### config.mk
export PLATFORM = sky130hd
export DESIGN_NAME = seg_scan_mux
export DESIGN_NICKNAME = d
export VERILOG_FILES = /design/src/rtl/seg_scan_mux.sv
export SDC_FILE = /design/constraint.sdc
export NUM_CORES = 1
export LEC_CHECK = 0
export CAP_MARGIN = 20
export CORE_MARGIN = 2
export CORE_UTILIZATION = 30
export DETAILED_ROUTE_END_ITERATION = 7
export SLEW_MARGIN = 30
export SYNTH_ARGS = -nofsm -noshare
export SYNTH_HDL_FRONTEND = slang
export SYNTH_SLANG_ARGS = --single-unit
### constraint.sdc
create_clock -name clk -period 6.05 [get_ports clk]
set_input_delay 1.5125 -clock clk [delete_from_list [all_inputs] [get_ports clk]]
set_output_delay 1.5125 -clock clk [all_outputs]
set_load 0.03 [all_outputs]
### src/rtl/seg_scan_mux.sv
// Time-multiplexed BCD digit scanner feeding a 7-segment decoder; frame-synchronous commit of new values.
// Optional leading-zero blanking is enabled by defining SEG_SCAN_LZB_EN.
module seg_scan_mux #(
  parameter int NUM_DIGITS  = 4,
  parameter int REFRESH_DIV = 1000
) (
  input  logic                    clk,
  input  logic                    rst,
  input  logic                    load,
  input  logic [4*NUM_DIGITS-1:0] digits_in,
  output logic [3:0]              bcd_out,
  output logic [NUM_DIGITS-1:0]   digit_sel,
  output logic                    blank,
  output logic                    frame_start,
  output logic                    busy
);

  localparam int CW = $clog2(REFRESH_DIV);
  localparam int IW = $clog2(NUM_DIGITS);

  logic [CW-1:0]             divCnt_q, divCnt_d;
  logic [IW-1:0]             idx_q, idx_d;
  logic [4*NUM_DIGITS-1:0]   active_q, active_d;
  logic [4*NUM_DIGITS-1:0]   pending_q, pending_d;
  logic                      pendFlag_q, pendFlag_d;
  logic [3:0]                bcdOut_q, bcdOut_d;
  logic [NUM_DIGITS-1:0]     digitSel_q, digitSel_d;
  logic                      blank_q, blank_d;
  logic                      frameStart_q;
  logic                      lastTick, wrapEdge;
`ifdef SEG_SCAN_LZB_EN
  logic                      upperZero;
`endif

  // Scan/commit next state; outputs are derived from the post-edge index and value so
  // digit 0 on a wrap edge already shows the freshly committed frame.
  always_comb begin
    divCnt_d   = divCnt_q + 1'b1;
    idx_d      = idx_q;
    active_d   = active_q;
    pending_d  = pending_q;
    pendFlag_d = pendFlag_q;
    lastTick   = (divCnt_q == CW'(REFRESH_DIV - 1));
    wrapEdge   = lastTick && (idx_q == IW'(NUM_DIGITS - 1));

    if (lastTick) begin
      divCnt_d = '0;
      idx_d    = wrapEdge ? '0 : idx_q + 1'b1;
    end

    if (wrapEdge) begin
      if (load) begin
        active_d   = digits_in;
        pendFlag_d = 1'b0;
      end else if (pendFlag_q) begin
        active_d   = pending_q;
        pendFlag_d = 1'b0;
      end
    end else if (load) begin
      pending_d  = digits_in;
      pendFlag_d = 1'b1;
    end
  end

  always_comb begin
    bcdOut_d   = '0;
    digitSel_d = '0;
    for (int k = 0; k < NUM_DIGITS; k++) begin
      if (idx_d == IW'(k)) begin
        bcdOut_d      = active_d[4*k +: 4];
        digitSel_d[k] = 1'b1;
      end
    end
    blank_d = (bcdOut_d > 4'd9);
`ifdef SEG_SCAN_LZB_EN
    // Digits at or above the current position all zero means this one is a leading zero.
    upperZero = 1'b1;
    for (int k = 0; k < NUM_DIGITS; k++) begin
      if ((k >= int'(idx_d)) && (active_d[4*k +: 4] != 4'd0)) upperZero = 1'b0;
    end
    if ((idx_d != '0) && upperZero) blank_d = 1'b1;
`endif
  end

  always_ff @(posedge clk) begin
    if (rst) begin
      divCnt_q     <= '0;
      idx_q        <= '0;
      active_q     <= '0;
      pending_q    <= '0;
      pendFlag_q   <= 1'b0;
      bcdOut_q     <= '0;
      digitSel_q   <= NUM_DIGITS'(1);
      blank_q      <= 1'b0;
      frameStart_q <= 1'b0;
    end else begin
      divCnt_q     <= divCnt_d;
      idx_q        <= idx_d;
      active_q     <= active_d;
      pending_q    <= pending_d;
      pendFlag_q   <= pendFlag_d;
      bcdOut_q     <= bcdOut_d;
      digitSel_q   <= digitSel_d;
      blank_q      <= blank_d;
      frameStart_q <= wrapEdge;
    end
  end

  assign bcd_out     = bcdOut_q;
  assign digit_sel   = digitSel_q;
  assign blank       = blank_q;
  assign frame_start = frameStart_q;
  assign busy        = pendFlag_q;

endmodule

==> results of run 1 <==
registers in the layout, summed over array words and instances, names as in the netlist:
| register | flops |
|---|---|
| active_q | 16 |
| pending_q | 16 |
| divCnt_q | 10 |
| bcd_out | 4 |
| digit_sel | 4 |
| idx_q | 2 |
| blank | 1 |
| busy | 1 |
| frame_start | 1 |
metrics by stage:
step	hold WS [ps]	util [%]	setup slack, ps	instances
floorplan	430.2	-	3101	276
global placement	438.3	35.34	1975	391
detailed placement	445.4	35.34	1737	391
CTS	461.3	36.65	2085	399
global route	476.5	36.65	1808	399
finish	463.1	36.65	2049	399
cells by family after synthesis:
family	count (synthesis)	synth area share, %
multiplexers	9	4.066
adder cells (fa/ha/maj)	2	1.029
XOR/XNOR	6	2.162
buffers and inverters	35	6.948
flip-flops	55	45.29
AO/OA/AOI/OAI	57	15.13
AND/OR/NAND/NOR	112	25.37
worst paths after layout:
path | endpoint | slack [ps] | start
hold reg to reg | pending_q[14] | 460 | pending_q[14]
setup reg to reg | blank | 3270 | divCnt_q[0]
setup / recovery | blank | 2050 | load
hold / removal | pending_q[14] | 460 | pending_q[14]
worst min-delay path: stages, from the launching register on:
cell and delay [ps]:
dfxtp_1 320, nand2_1 50, a21oi_1 50
layout by cell type, fill, tap and decap left out, types with 8 or more instances in the layout:
cell type,synthesis,final
a21oi_1,26,26
clkdlybuf4s50_1,0,29
dfxtp_1,55,55
inv_1,17,17
nand2_1,23,23
nand3_1,21,21
nor2_1,33,33
nor3b_1,8,8
o22ai_1,12,12
cell type report:
| cell class | count | area (um2) | area share [%] |
|---|---|---|---|
| multi-input cells | 186 | 1161 | 40.58 |
| repair buffers | 31 | 305.3 | 10.67 |
| clock buffers | 6 | 82.58 | 2.886 |
| flip-flops and latches | 55 | 1101 | 38.48 |
| well taps | 102 | 127.6 | 4.460 |
| clock inverters | 2 | 20.02 | 0.6996 |
| inverters | 17 | 63.81 | 2.230 |
power by group through the flow:
stage	clock, mW	combinational, mW	sequential (mW)
2_1_floorplan	0	0.0334	0.383
3_3_place_gp	0	0.0536	0.385
3_5_place_dp	0	0.0540	0.385
4_1_cts	0.232	0.0542	0.377
5_1_grt	0.247	0.0597	0.378
6_report	0.225	0.0537	0.377
routing by layer:
metal  track usage [%]  wire [um]
met1             18.98       2821
met2             18.21       2178
met3             2.648        233
met4             3.502         53
met5                 0          0
==> impl_metrics.xml, run 1 <==
<?xml version="1.0" encoding="UTF-8"?>
<metrics>
  <group name="floorplanning">
    <metric name="fp.dieArea" unit="um2">8840</metric>
    <metric name="dieHeight" unit="um">94.02</metric>
    <metric name="die_x" unit="um">94.02</metric>
    <metric name="num_io_pins" unit="">30</metric>
    <metric name="fp.coreArea" unit="um2">7807</metric>
    <metric name="starting_density_of_the_core" unit="%">31.14</metric>
    <metric name="rows" unit="">32</metric>
  </group>
  <group name="sta">
    <metric name="finalSetupTns" unit="ps">0</metric>
    <metric name="timing_worst_slew_pin_value" unit="ps">780.9</metric>
    <metric name="fmax" unit="MHz">249.9</metric>
    <metric name="fin_worst_skew" unit="ps">10.91</metric>
    <metric name="maxSlewHeadroom" unit="%">47.55</metric>
    <metric name="timing.final.max_slew_violations" unit="">0</metric>
    <metric name="timing.final.setup_violations" unit="">0</metric>
    <metric name="hold_violations_final" unit="">0</metric>
    <metric name="final_min_period_over_clock_period" unit="%">66.14</metric>
    <metric name="timing.final.crit_period" unit="ps">4001</metric>
    <metric name="rsz_0062_raised_after_global_routing" unit="">no</metric>
  </group>
  <group name="route">
    <metric name="detail_route.vias_per_cell" unit="">4.754</metric>
    <metric name="drt_iter0_drc" unit="">71</metric>
    <metric name="remaining_drc_errors" unit="">0</metric>
    <metric name="finalWirelength" unit="mm">5.286</metric>
    <metric name="num_vias" unit="">1897</metric>
    <metric name="detail_route.first_pass.iterations" unit="">4</metric>
    <metric name="wl_per_cell" unit="um">13.25</metric>
    <metric name="drt.antenna.violating_nets" unit="">0</metric>
  </group>
  <group name="job">
    <metric name="max_cap_viol_count" unit="">0</metric>
  </group>
  <group name="synth">
    <metric name="yosys_register_bits" unit="">55</metric>
    <metric name="synth_cell_types" unit="">47</metric>
    <metric name="netlist_instances" unit="">276</metric>
    <metric name="synthMostInstantiatedCell" unit="">dfxtp_1</metric>
    <metric name="synth.top_cells.by_area" unit="">dfxtp_1 45%, a21oi_1 5.4%, nor2_1 5.1%</metric>
    <metric name="yosys_warnings" unit="">0</metric>
    <metric name="syn-cell-area" unit="um2">2431</metric>
    <metric name="post-synth-top-area-fraction" unit="%">45.29</metric>
    <metric name="synthesis.nets" unit="">297</metric>
    <metric name="synth.yosys.seq_area_share" unit="%">45.29</metric>
    <metric name="post_synth_most_frequent_cells" unit="">55 x dfxtp_1, 33 x nor2_1, 26 x a21oi_1</metric>
    <metric name="postSynth.topFlopCell" unit="">dfxtp_1</metric>
    <metric name="synth.avg_cell_area" unit="um2">8.808</metric>
    <metric name="synth.largest_area_cell" unit="">dfxtp_1</metric>
    <metric name="edff_count_synth" unit="">0</metric>
    <metric name="share_of_flip_flops_with_an_asynchronous_set_or_reset_after_synthesis" unit="%">0</metric>
  </group>
  <group name="cts">
    <metric name="cts.root.buffer_cell" unit="">clkbuf_8</metric>
    <metric name="clock_sinks" unit="">55</metric>
    <metric name="post_cts_resize_count" unit="">0</metric>
    <metric name="cts.path.max_buffers" unit="">2</metric>
    <metric name="clock_tree_from_tritoncts" unit="">done</metric>
    <metric name="holdBufCountCts" unit="">0</metric>
    <metric name="clkSlewWorstSetupHoldPaths" unit="ps">100</metric>
    <metric name="cts-buffers-inserted" unit="">5</metric>
    <metric name="worst_skew_pair.late_latency" unit="ps">310</metric>
    <metric name="post-cts-setup-buffers" unit="">0</metric>
    <metric name="htreeDepth" unit="">2</metric>
  </group>
  <group name="place">
    <metric name="dp_wirelength" unit="mm">3.465</metric>
    <metric name="instance_area_after_placement" unit="um2">2759</metric>
    <metric name="place.port_buffers" unit="">29</metric>
    <metric name="gp_routability_congestion" unit="">0.7347</metric>
  </group>
  <group name="power_and_ir_drop">
    <metric name="cellLeakagePower" unit="nW">1.138</metric>
    <metric name="clockPowerShare" unit="%">34.3</metric>
    <metric name="power_report.internal_total" unit="mW">0.4922</metric>
    <metric name="power.total" unit="mW">0.6549</metric>
    <metric name="power.net_switching" unit="mW">0.1627</metric>
    <metric name="p_per_area" unit="nW/um2">228.8</metric>
    <metric name="share_comb_of_total_power" unit="%">8.2</metric>
    <metric name="vdd.ir_drop.worst" unit="V">0.0001073</metric>
    <metric name="p_sw_share" unit="%">24.84</metric>
    <metric name="power_frac_seq" unit="%">57.5</metric>
  </group>
  <group name="setup_path">
    <metric name="cp-end-kind" unit="">register</metric>
    <metric name="timing.setup.critical_path_class" unit="">in2reg</metric>
    <metric name="crit_family" unit="">buffers and inverters</metric>
    <metric name="critical_path_depth" unit="">8</metric>
    <metric name="cp.required" unit="ps">6260</metric>
    <metric name="r2r.worst_path.cells" unit="">7</metric>
    <metric name="timing.critical_path.slowest_stage_cell" unit="">nor4_4</metric>
    <metric name="crit_path_max_fanout" unit="">47</metric>
    <metric name="cpMostUsedCell" unit="">mux2i_1</metric>
    <metric name="worst-path-buf-inv" unit="">2</metric>
    <metric name="critical_path.max_stage_delay" unit="ps">630</metric>
    <metric name="setup.worst_path.start_class" unit="">primary input</metric>
    <metric name="cp_data_arrival_time" unit="ps">4210</metric>
    <metric name="crit_chain" unit="">clkdlybuf4s50_1, buf_4, o21ai_0, nor4_4, o22ai_1, mux2i_1, mux2i_1, a2111oi_2</metric>
  </group>
  <group name="global_route">
    <metric name="grt_pass1_wl" unit="mm">8.859</metric>
    <metric name="grt_max_degree" unit="">48</metric>
    <metric name="grtUsageTotal" unit="%">12.67</metric>
    <metric name="grt_pass1_vias" unit="">1770</metric>
    <metric name="antenna_found_initial" unit="">0</metric>
    <metric name="globalRoute.totalOverflow" unit="">0</metric>
  </group>
  <group name="layout">
    <metric name="fillerInstances" unit="">811</metric>
    <metric name="antenna_diodes" unit="">0</metric>
    <metric name="layout-area-overhead-vs-synth" unit="%">17.70</metric>
    <metric name="finalNetCount" unit="">317</metric>
    <metric name="share_of_layout_cells_above_drive_strength_1" unit="%">8.418</metric>
    <metric name="finish.instance_area" unit="um2">2861</metric>
  </group>
  <group name="run_status">
    <metric name="outcome" unit="">complete, no violations</metric>
  </group>
  <group name="min_path">
    <metric name="hold_path_depth" unit="">2</metric>
    <metric name="holdCritPathClass" unit="">reg2reg</metric>
  </group>
</metrics>
Note: power is estimated with default switching activity, not from simulation.
==> run 2: changes to the inputs <==
==> constraint.sdc (replaced) <==
create_clock -name clk -period 3.2 [get_ports clk]
set_input_delay 0.8 -clock clk [delete_from_list [all_inputs] [get_ports clk]]
set_output_delay 0.8 -clock clk [all_outputs]
set_load 0.03 [all_outputs]
==> impl_metrics.xml, run 2 (same netlist as run 1, synthesis figures left out) <==
<?xml version="1.0" encoding="UTF-8"?>
<metrics>
  <group name="sta">
    <metric name="maxSlewHeadroom" unit="%">58.55</metric>
    <metric name="timing.final.crit_period" unit="ps">2565</metric>
    <metric name="timing.final.setup_violations" unit="">0</metric>
    <metric name="setup_ws" unit="ps">635.0</metric>
    <metric name="hold_violations_final" unit="">0</metric>
    <metric name="fin_worst_skew" unit="ps">13.31</metric>
    <metric name="timing.final.max_slew_violations" unit="">0</metric>
    <metric name="timing_worst_slew_pin_value" unit="ps">616.7</metric>
    <metric name="final_min_period_over_clock_period" unit="%">80.16</metric>
    <metric name="rsz_0062_raised_after_global_routing" unit="">no</metric>
    <metric name="finalSetupTns" unit="ps">0</metric>
    <metric name="fmax" unit="MHz">389.9</metric>
  </group>
  <group name="power_and_ir_drop">
    <metric name="power_report.internal_total" unit="mW">0.9054</metric>
    <metric name="power.total" unit="mW">1.213</metric>
    <metric name="power_frac_seq" unit="%">58.7</metric>
    <metric name="p_per_area" unit="nW/um2">420.9</metric>
    <metric name="vdd.ir_drop.worst" unit="V">0.0001503</metric>
    <metric name="cellLeakagePower" unit="nW">1.144</metric>
    <metric name="power.net_switching" unit="mW">0.3073</metric>
    <metric name="p_sw_share" unit="%">25.34</metric>
    <metric name="clockPowerShare" unit="%">32.9</metric>
    <metric name="share_comb_of_total_power" unit="%">8.3</metric>
  </group>
  <group name="min_path">
    <metric name="holdCritPathClass" unit="">reg2reg</metric>
    <metric name="holdCritStartpoint" unit="">pending_q[4]</metric>
    <metric name="hold_path_depth" unit="">2</metric>
    <metric name="whs_endpoint" unit="">pending_q[4]</metric>
  </group>
  <group name="route">
    <metric name="num_vias" unit="">1932</metric>
    <metric name="drt_iter0_drc" unit="">84</metric>
    <metric name="wl_per_cell" unit="um">12.83</metric>
    <metric name="finalWirelength" unit="mm">5.171</metric>
    <metric name="detail_route.vias_per_cell" unit="">4.794</metric>
    <metric name="drt.antenna.violating_nets" unit="">0</metric>
    <metric name="detail_route.first_pass.iterations" unit="">4</metric>
    <metric name="remaining_drc_errors" unit="">0</metric>
  </group>
  <group name="setup_path">
    <metric name="critical_path_depth" unit="">1</metric>
    <metric name="timing.setup.critical_path_class" unit="">reg2out</metric>
    <metric name="worst-path-buf-inv" unit="">1</metric>
    <metric name="timing.critical_path.slowest_stage_cell" unit="">clkdlybuf4s50_1</metric>
    <metric name="setup.worst_path.start_class" unit="">register</metric>
    <metric name="cp_data_arrival_time" unit="ps">1770</metric>
    <metric name="setup.reg_to_reg.worst_slack" unit="ps">750</metric>
    <metric name="cp.required" unit="ps">2400</metric>
    <metric name="r2r-end" unit="">blank</metric>
    <metric name="crit_path_max_fanout" unit="">16</metric>
    <metric name="crit_chain" unit="">clkdlybuf4s50_1</metric>
    <metric name="crit_family" unit="">buffers and inverters</metric>
    <metric name="cp-end-kind" unit="">output pin</metric>
    <metric name="critical_path.max_stage_delay" unit="ps">770</metric>
    <metric name="worstReg2RegStart" unit="">divCnt_q[0]</metric>
    <metric name="r2r.worst_path.cells" unit="">7</metric>
  </group>
  <group name="global_route">
    <metric name="grt_pass1_wl" unit="mm">8.776</metric>
    <metric name="antenna_found_initial" unit="">0</metric>
    <metric name="grtUsageTotal" unit="%">12.64</metric>
    <metric name="grt_max_degree" unit="">41</metric>
    <metric name="use_met1" unit="%">18.15</metric>
    <metric name="grt_pass1_vias" unit="">1837</metric>
    <metric name="grt_util_met3" unit="%">3.130</metric>
    <metric name="globalRoute.busiestLayer" unit="">met1</metric>
    <metric name="globalRoute.totalOverflow" unit="">0</metric>
    <metric name="gr-usage-met2" unit="%">17.98</metric>
  </group>
  <group name="cts">
    <metric name="cts.root.buffer_cell" unit="">clkbuf_8</metric>
    <metric name="htreeDepth" unit="">2</metric>
    <metric name="cts.path.max_buffers" unit="">2</metric>
    <metric name="cts-buffers-inserted" unit="">5</metric>
    <metric name="post_cts_resize_count" unit="">0</metric>
    <metric name="post-cts-setup-buffers" unit="">0</metric>
    <metric name="worst_skew_pair.late_latency" unit="ps">320</metric>
    <metric name="clock_sinks" unit="">55</metric>
    <metric name="clock_tree_from_tritoncts" unit="">done</metric>
    <metric name="clkSlewWorstSetupHoldPaths" unit="ps">100</metric>
    <metric name="holdBufCountCts" unit="">0</metric>
  </group>
  <group name="layout">
    <metric name="area.sequential" unit="um2">1101</metric>
    <metric name="final_common_cell" unit="">dfxtp_1</metric>
    <metric name="fillerInstances" unit="">808</metric>
    <metric name="multiInputGateArea" unit="um2">1161</metric>
    <metric name="finalNetCount" unit="">321</metric>
    <metric name="layout-area-overhead-vs-synth" unit="%">18.53</metric>
    <metric name="antenna_diodes" unit="">0</metric>
    <metric name="share_of_layout_cells_above_drive_strength_1" unit="%">9.635</metric>
    <metric name="largest_registers" unit="">active_q: 16 flops, pending_q: 16 flops, divCnt_q: 10 flops</metric>
    <metric name="instances_no_fill" unit="">403</metric>
    <metric name="postLayoutCoreUtil" unit="%">36.91</metric>
    <metric name="layout.cells.most_common_list" unit="">55 x dfxtp_1, 33 x nor2_1, 29 x clkdlybuf4s50_1</metric>
  </group>
  <group name="run_status">
    <metric name="outcome" unit="">complete, no violations</metric>
  </group>
  <group name="floorplanning">
    <metric name="fp.coreArea" unit="um2">7807</metric>
    <metric name="dieHeight" unit="um">94.02</metric>
    <metric name="rows" unit="">32</metric>
    <metric name="num_io_pins" unit="">30</metric>
    <metric name="die_x" unit="um">94.02</metric>
    <metric name="starting_density_of_the_core" unit="%">31.14</metric>
    <metric name="fp.dieArea" unit="um2">8840</metric>
  </group>
  <group name="place">
    <metric name="preCtsSetupSlack" unit="ps">414.4</metric>
    <metric name="dp_wirelength" unit="mm">3.530</metric>
    <metric name="gp_routability_congestion" unit="">0.7064</metric>
    <metric name="numPlacedInstances" unit="">395</metric>
    <metric name="place.port_buffers" unit="">29</metric>
  </group>
  <group name="job">
    <metric name="max_cap_viol_count" unit="">0</metric>
  </group>
</metrics>
## run 2: cell count changes in the layout (fill, tap and decap cells not counted)
cell,before,now
buf_4,2,6
inv_8,1,0
inv_6,0,1
clkinvlp_4,0,2
clkinv_4,1,0
clkbuf_8,6,5
## run 2: worst max path at each step
stage,from,to,slack [ps]
2_1_floorplan,divCnt_q[0],blank,870
3_3_place_gp,load,blank,440
3_5_place_dp,load,blank,410
4_1_cts,busy,busy,610
5_1_grt,divCnt_q[0],blank,490
6_report,busy,busy,630
## run 2: power by group through the flow
stage	Combinational (mW)	Clock (mW)	Sequential, mW
6_report	0.101	0.399	0.712
5_1_grt	0.113	0.440	0.715
4_1_cts	0.102	0.417	0.713
3_5_place_dp	0.101	0	0.728
3_3_place_gp	0.100	0	0.728
2_1_floorplan	0.0631	0	0.725
## run 2: metal layers
| layer | share of wire, % | up-vias | routed length [um] |
|---|---|---|---|
| li1 | - | 998 | - |
| met1 | 51 | 894 | 2661 |
| met2 | 42 | 33 | 2177 |
| met3 | 4.7 | 7 | 242 |
| met4 | 1.7 | 0 | 90 |
| met5 | 0 | - | 0 |
## run 2: area by class of cell
class	instances	share of cell area (%)
multi-input combinational	186	40.30
tap	102	4.429
timing repair buffer	35	11.64
sequential	55	38.21
clock buffer	5	2.388
inverter	17	2.215
clock inverter	3	0.8250
## run 2: through the flow
step                      area [um2]  hold WS, ps
after detailed placement        2789        444.7
after global placement          2789        438.0
after CTS                       2882        460.7
after global routing            2882        482.5
final                           2882        464.1
after floorplan                 2431        430.2
